## config.mk

```make
export PLATFORM = sky130hd
export DESIGN_NAME = imu_filter
export DESIGN_NICKNAME = d
export VERILOG_FILES = /design/src/rtl/imu_filter.sv
export SDC_FILE = /design/constraint.sdc
export NUM_CORES = 1
export LEC_CHECK = 0
export CORE_ASPECT_RATIO = 1.4
export CORE_MARGIN = 5
export CORE_UTILIZATION = 55
export DETAILED_ROUTE_END_ITERATION = 8
export PLACE_DENSITY = 0.81
export SYNTH_ARGS = -nofsm -noshare
export SYNTH_HDL_FRONTEND = slang
export SYNTH_SLANG_ARGS = --single-unit
```

## constraint.sdc

```tcl
create_clock -name clk -period 17.29 [get_ports clk]
set_input_delay 2.5935 -clock clk [delete_from_list [all_inputs] [get_ports clk]]
set_output_delay 2.5935 -clock clk [all_outputs]
set_load 0.01 [all_outputs]
```

## src/rtl/imu_filter.sv

```systemverilog
// Six-channel IMU exponential moving-average filter, one channel per cycle through a shared datapath.
// Optional output deadband enabled by defining IMU_FILTER_DEADBAND_EN.
module imu_filter #(
  parameter int SHIFT    = 3,
  parameter int DEADBAND = 64
) (
  input  logic        clk,
  input  logic        reset,
  input  logic [95:0] data_in,
  input  logic        data_valid,
  output logic [95:0] filt_out,
  output logic        out_valid,
  output logic        busy,
  output logic        overrun
);

  typedef enum logic [1:0] {IDLE, RUN, DONE} state_t;

  state_t      state_q, state_d;
  logic [2:0]  ch_q, ch_d;
  logic        primed_q, primed_d;
  logic [95:0] sample_q, sample_d;
  logic [15:0] acc_q [6];
  logic [15:0] acc_d [6];
  logic [95:0] filt_q, filt_d;
  logic        out_valid_q, out_valid_d;
  logic        busy_q, busy_d;
  logic        overrun_q, overrun_d;

  logic [15:0]        x_lane   [6];
  logic [15:0]        acc_upd  [6];
  logic [15:0]        lane_out [6];
  logic [95:0]        lanes_packed;
  logic [15:0]        x_cur, y_cur, y_new;
  logic signed [16:0] diff, step;

  if (SHIFT < 1 || SHIFT > 8 || DEADBAND < 0) begin : g_bad_param
    $error("imu_filter: parameter out of range");
  end

  // Shared datapath: the new value always lies between x and y, so dropping the top bit is safe.
  assign x_cur = x_lane[ch_q];
  assign y_cur = acc_q[ch_q];
  assign diff  = $signed({x_cur[15], x_cur}) - $signed({y_cur[15], y_cur});
  assign step  = diff >>> SHIFT;
  assign y_new = primed_q ? 16'({y_cur[15], y_cur} + step) : x_cur;

  for (genvar gi = 0; gi < 6; gi++) begin : g_lane
    assign x_lane[gi]  = sample_q[95-16*gi -: 16];
    assign acc_upd[gi] = (state_q == RUN && ch_q == 3'(gi)) ? y_new : acc_q[gi];
`ifdef IMU_FILTER_DEADBAND_EN
    logic [16:0] mag;
    assign mag = acc_upd[gi][15] ? (17'd0 - {1'b1, acc_upd[gi]}) : {1'b0, acc_upd[gi]};
    assign lane_out[gi] = (mag < 17'(DEADBAND)) ? 16'd0 : acc_upd[gi];
`else
    assign lane_out[gi] = acc_upd[gi];
`endif
    assign lanes_packed[95-16*gi -: 16] = lane_out[gi];
  end

  always_comb begin
    state_d     = state_q;
    ch_d        = ch_q;
    primed_d    = primed_q;
    sample_d    = sample_q;
    acc_d       = acc_upd;
    filt_d      = filt_q;
    out_valid_d = 1'b0;
    busy_d      = busy_q;
    overrun_d   = overrun_q;
    case (state_q)
      IDLE: begin
        if (data_valid) begin
          sample_d = data_in;
          state_d  = RUN;
          ch_d     = 3'd0;
          busy_d   = 1'b1;
        end
      end
      RUN: begin
        if (data_valid) overrun_d = 1'b1;
        if (ch_q == 3'd5) begin
          state_d     = DONE;
          ch_d        = 3'd0;
          filt_d      = lanes_packed;
          out_valid_d = 1'b1;
          primed_d    = 1'b1;
        end else begin
          ch_d = ch_q + 3'd1;
        end
      end
      DONE: begin
        if (data_valid) overrun_d = 1'b1;
        state_d = IDLE;
        busy_d  = 1'b0;
      end
      default: begin
        state_d = IDLE;
        busy_d  = 1'b0;
      end
    endcase
  end

  always_ff @(posedge clk) begin
    if (reset) begin
      state_q     <= IDLE;
      ch_q        <= 3'd0;
      primed_q    <= 1'b0;
      sample_q    <= '0;
      for (int i = 0; i < 6; i++) acc_q[i] <= '0;
      filt_q      <= '0;
      out_valid_q <= 1'b0;
      busy_q      <= 1'b0;
      overrun_q   <= 1'b0;
    end else begin
      state_q     <= state_d;
      ch_q        <= ch_d;
      primed_q    <= primed_d;
      sample_q    <= sample_d;
      for (int i = 0; i < 6; i++) acc_q[i] <= acc_d[i];
      filt_q      <= filt_d;
      out_valid_q <= out_valid_d;
      busy_q      <= busy_d;
      overrun_q   <= overrun_d;
    end
  end

  assign filt_out  = filt_q;
  assign out_valid = out_valid_q;
  assign busy      = busy_q;
  assign overrun   = overrun_q;

endmodule

```

Yosys cells after proc, flatten, opt, wreduce, memory -nomap -nowiden

Memories as Yosys holds them, arrays and structs flattened. A register that Yosys moved wholly into a read port is not among the register bits.
Cells that the tools add are included.

Multiplexer cells: 30
Magnitude comparators: 1
Add/subtract/negate cells: 3
Div/mod/pow operators: 0
Bitwise operators: 8
Shifts and indexed selects: 0
Reduce and logical (&&, ||, !) cells: 17
Eq/ne operators: 9
Multiply operators: 0

Operators by type and width:

| operator                                                                | number |
|---|---|
| 16-bit two-way mux                                                      | 15 |
| 16-bit binary-select mux with 3-bit select                              | 1 |
| 16-bit by 16-bit subtractor with 17-bit output                          | 1 |
| 16-bit by 14-bit adder with 16-bit output                               | 1 |
| 3-bit two-way mux                                                       | 4 |
| 2-bit AND reduction                                                     | 6 |
| 3-bit by 2-bit equality test with 1-bit output, second input constant   | 2 |
| 3-bit equality test, second input constant                              | 2 |
| 1-bit logical AND                                                       | 6 |
| 1-bit OR                                                                | 6 |
| 3-bit case mux with 2 select lines                                      | 1 |
| 1-bit two-way mux                                                       | 5 |
| 4-bit greater-or-equal comparator, second input constant                | 1 |
| 2-bit two-way mux                                                       | 2 |
| 3-bit NOT with 4-bit output                                             | 1 |
| 2-bit case mux with 2 select lines                                      | 1 |
| 2-bit OR reduction                                                      | 2 |
| 3-bit by 1-bit adder with 3-bit output, second input constant           | 1 |
| 3-bit by 1-bit equality test with 1-bit output, second input constant   | 1 |
| 3-bit zero test                                                         | 1 |
| 2-bit by 1-bit equality test with 1-bit output, second input constant   | 1 |
| 2-bit equality test, second input constant                              | 1 |
| 2-bit zero test                                                         | 1 |
| 2-bit by 1-bit inequality test with 1-bit output, second input constant | 1 |
| 4 further kinds                                                         | 4 |

Logic and storage cells: 77
Latch bits: 0
Bits of input ports: 99
Memories: 1
Memory bits (writable): 96
ROM bits: 0
Output and inout bits: 99
Flip-flop bits (word level): 201

Memories:

| name  | words | width | rd ports | clocked after Yosys merged registers in | wr ports | line | source |
|---|---|---|---|---|---|---|---|
| acc_q | 6     | 16    | 7        | 1                                       | 6        | 23   | `logic [15:0] acc_q [6];` |

Depth between registers and ports, before layout

Depth after elaboration: 9
Gate-level depth with buffers: 25
Gate-level depth less buffers: 21

Least setup slack after synthesis

No wires, ideal clock.

Path kind: flip-flop to flip-flop
From: register with a tool-made name
To: register filt_q[45] (netlist: filt_out[45])
Library setup time: 65 ps
Path buffers: 4
Arrival time: 5710 ps
Stages on the path, launching flop included: 24
Period minus slack after synthesis: 5775 ps
Required time: 17225 ps
Path slack: 11515 ps
Path through: dfxtp_1 clkbuf_1 buf_1 clkbuf_1 mux4_2 nor2_1 a21o_1 ha_1 nand3_1 nor2_1 o41a_1 o31a_1 or4_1 a31oi_1 xnor2_1 ha_1 nor4_1 a31oi_1 o21ai_0 or3b_2 clkbuf_1 o21a_1 o21a_1 nor2_1

RTL lines:

| what                 | line | source |
|---|---|---|
| end signal, assigned | 121  | `filt_q <= filt_d;` |
| end, declared        | 25   | `logic [95:0] filt_q, filt_d;` |

==> results.md <==
* CTS Buffer Depth at 3
* CTS Buf Count at 28
* Die height at 194 µm
* Post-Syn Nets at 1703
* Synth area leader: dfxtp_1
* Register area share after synthesis at 45.2%
* Nets at 1830
* Crit-path max FO at 40
* Hold-fix buffers at CTS at 0
* Share of the synthesized area in the top cell type at 45.2%
* FF-to-FF setup slack at 11460 ps
* Required time worst endpoint at 17670 ps
* Fmax at 171 MHz
* Largest net degree at the start of global routing at 98
* Cell area power density at 103 nW/µm²
* Worst-path clk slew at 60 ps
* Tcrit/Tclk final at 33.7%
* Clock tree root buffer cell: clkbuf_16
* EDFF count, synth at 0
* Iter 0 DRT Violations at 847
* Final hold violation count at 0
* First-pass GRT wire length at 58.9 mm
* Layout area overhead at 22.7%
* Max-cap violations at 0
* Synthesized area at 13300 µm²
* Postcts setup bufs at 0
* Critical path type: reg -> reg
* Layout cell share with drive strength beyond 1 at 6.53%
* Post_cts resized at 0
* Worst-Margin Slew at 1170 ps
* Fin Hold WS at 451 ps
* CP arrival at 6220 ps
* Fin cells at 2025
* Clk_lat worst skew at 550 ps
* Tot GR Track Use at 25.9%
* Grt total ovfl at 0
* Leak at 5.87 nW
* Worst setup SP type: flip-flop
* Post-synth top flop: dfxtp_1
* Final WL at 36.7 mm
* Die width at 141 µm
* Antenna Violating Nets Remaining at 0
* TritonRoute pass-1 iters at 5
* Hold Crit Class: reg -> reg
* Final setup skew at 15.6 ps
* Synthesis Warnings at 0
* # H-tree levels at 1
* Run status: completed
* Async SR Flop Fraction at 0%
* Min cycle time layout at 5830 ps
* DRC errors left at 0
* Initial Util at 55.7%
* Setup TNS at 0 ps
* Hold depth at 2
* Via density at 5.76
* Antenna diode count at 0
* Number of cells on the worst reg-to-reg path at 22
* Ports at 198
* IO buf count at 197
* Hpwl dp at 25.9 mm
* Slew Limit Fails at 0
* Post-Synthesis Cells at 1568
* RSZ-0062 raised after global routing: false
* Placed instance area at 15400 µm²
* TritonCTS clock tree: done
* Wire per inst at 18.1 µm
* Worst Setup End Kind: flip-flop
* Dpl cells at 1975
* Clk sink count at 300
* DR vias at 11700
* Initial antenna violation count at 0
* Std-Cell Rows at 67
* Final Util at 68.3%
* Die Area at 27400 µm²
* Peak supply drop at 0.0785 mV
* Core area at 23900 µm²
* Post-route cell area at 16300 µm²
* Most common cell after layout, fill and taps aside: nand2_1
* Syn avg cell area at 8.48 µm²
* Vias in the first global route at 11300
* Slew margin rel. at 22.0%
* Yosys reg bits at 300
* Setup violations, final at 0
* Most frequent cells in the layout: nand2_1 (321), dfxtp_1 (298), a21oi_1 (209)
* Netlist cell types at 60
* GP Congestion at 0.865
* Area contributors post-synth: dfxtp_1 (45%), nand2_1 (9.1%), a21oi_1 (7.9%)
==> area by class of cell <==
type                       count  area (µm²)
clock inverter                10         141
multi-input combinational   1116        6730
sequential                   300        6010
fill                        1984        7570
tap                          310         388
clock buffer                  40         827
inverter                      37         139
timing repair buffer         212        2090
==> cell usage after synthesis, drive strengths merged (2+ instances only) <==
library cell,n
nand2b,6
o211ai,4
o21bai,2
or4,13
dfxtp,300
and3,4
inv,36
o22ai,2
xor2,2
a211oi,75
or2,2
a2111oi,2
mux4,32
and2,7
nor4,6
nand3,14
a21o,23
a221oi,2
mux2,3
o21ai,45
nor2b,3
nand2,322
ha,35
nor3,16
nor2,162
a31oi,9
xnor2,14
o21a,26
buf,25
mux2i,51
o41ai,2
nand4,4
a21oi,209
clkbuf,90
o211a,2
nor4b,3
==> worst max-delay path, cell delays in order, from the launching register on <==
cell	delay (ps)
dfxtp_2	320
buf_4	540
mux4_2	580
nand2_1	70
o21ai_0	130
ha_1	350
o21a_1	180
o21ai_0	270
a211oi_2	110
o41a_1	380
o31a_1	330
o311a_1	360
nor2_1	130
xnor2_1	80
ha_1	320
inv_1	90
nor3_1	170
nand3_1	180
nand3_1	130
a31oi_1	100
xnor2_1	130
mux2i_1	540
a211oi_1	160
==> sequential cells by signal (all words and copies together), names as in the netlist, named ones only <==
name,cells
acc_q,96
busy,1
ch_q,3
filt_out,96
out_valid,1
overrun,1
primed_q,1
sample_q,96
state_q,2
==> kinds of logic (layout without fill, tap and decap cells) <==
group	count (synthesis)	after routing	synth area share, %
AO/OA/AOI/OAI	415	415	18.9
XOR/XNOR	16	16	1.05
adder cells (fa/ha/maj)	36	36	3.44
buffers and inverters	152	299	4.46
flip-flops	300	300	45.2
multiplexers	86	86	9.51
AND/OR/NAND/NOR	563	563	17.4
==> stage by stage <==
step | setup WS, ps | total power [mW]
final | 11460 | 1.68
after global routing | 10970 | 1.76
after CTS | 11460 | 1.69
after detailed placement | 11490 | 1.05
after global placement | 11560 | 1.05
after floorplan | 11510 | 0.965
==> worst paths after layout <==
check,to,startpoint
min reg2reg,filt_out[62],filt_out[62]
max reg2reg,acc_q[2][14],ch_q[0]
min,filt_out[62],filt_out[62]
max,acc_q[2][14],ch_q[0]
==> per-layer routing <==
layer	part of all wire, %	vias to the layer above	global-route usage (%)
met5	0	-	0
met4	4.1	0	10.2
met3	5.4	80	2.94
met2	50	410	45.0
met1	41	5485	32.7
li1	-	5696	-
==> power breakdown <==
group / total, mW / internal [mW] / switching [mW]
combinational: 0.318 / 0.132 / 0.186
clock: 0.643 / 0.377 / 0.265
sequential: 0.724 / 0.712 / 0.0117
total: 1.68 / 1.22 / 0.463
No activity file was read; power rests on OpenSTA's default activity.
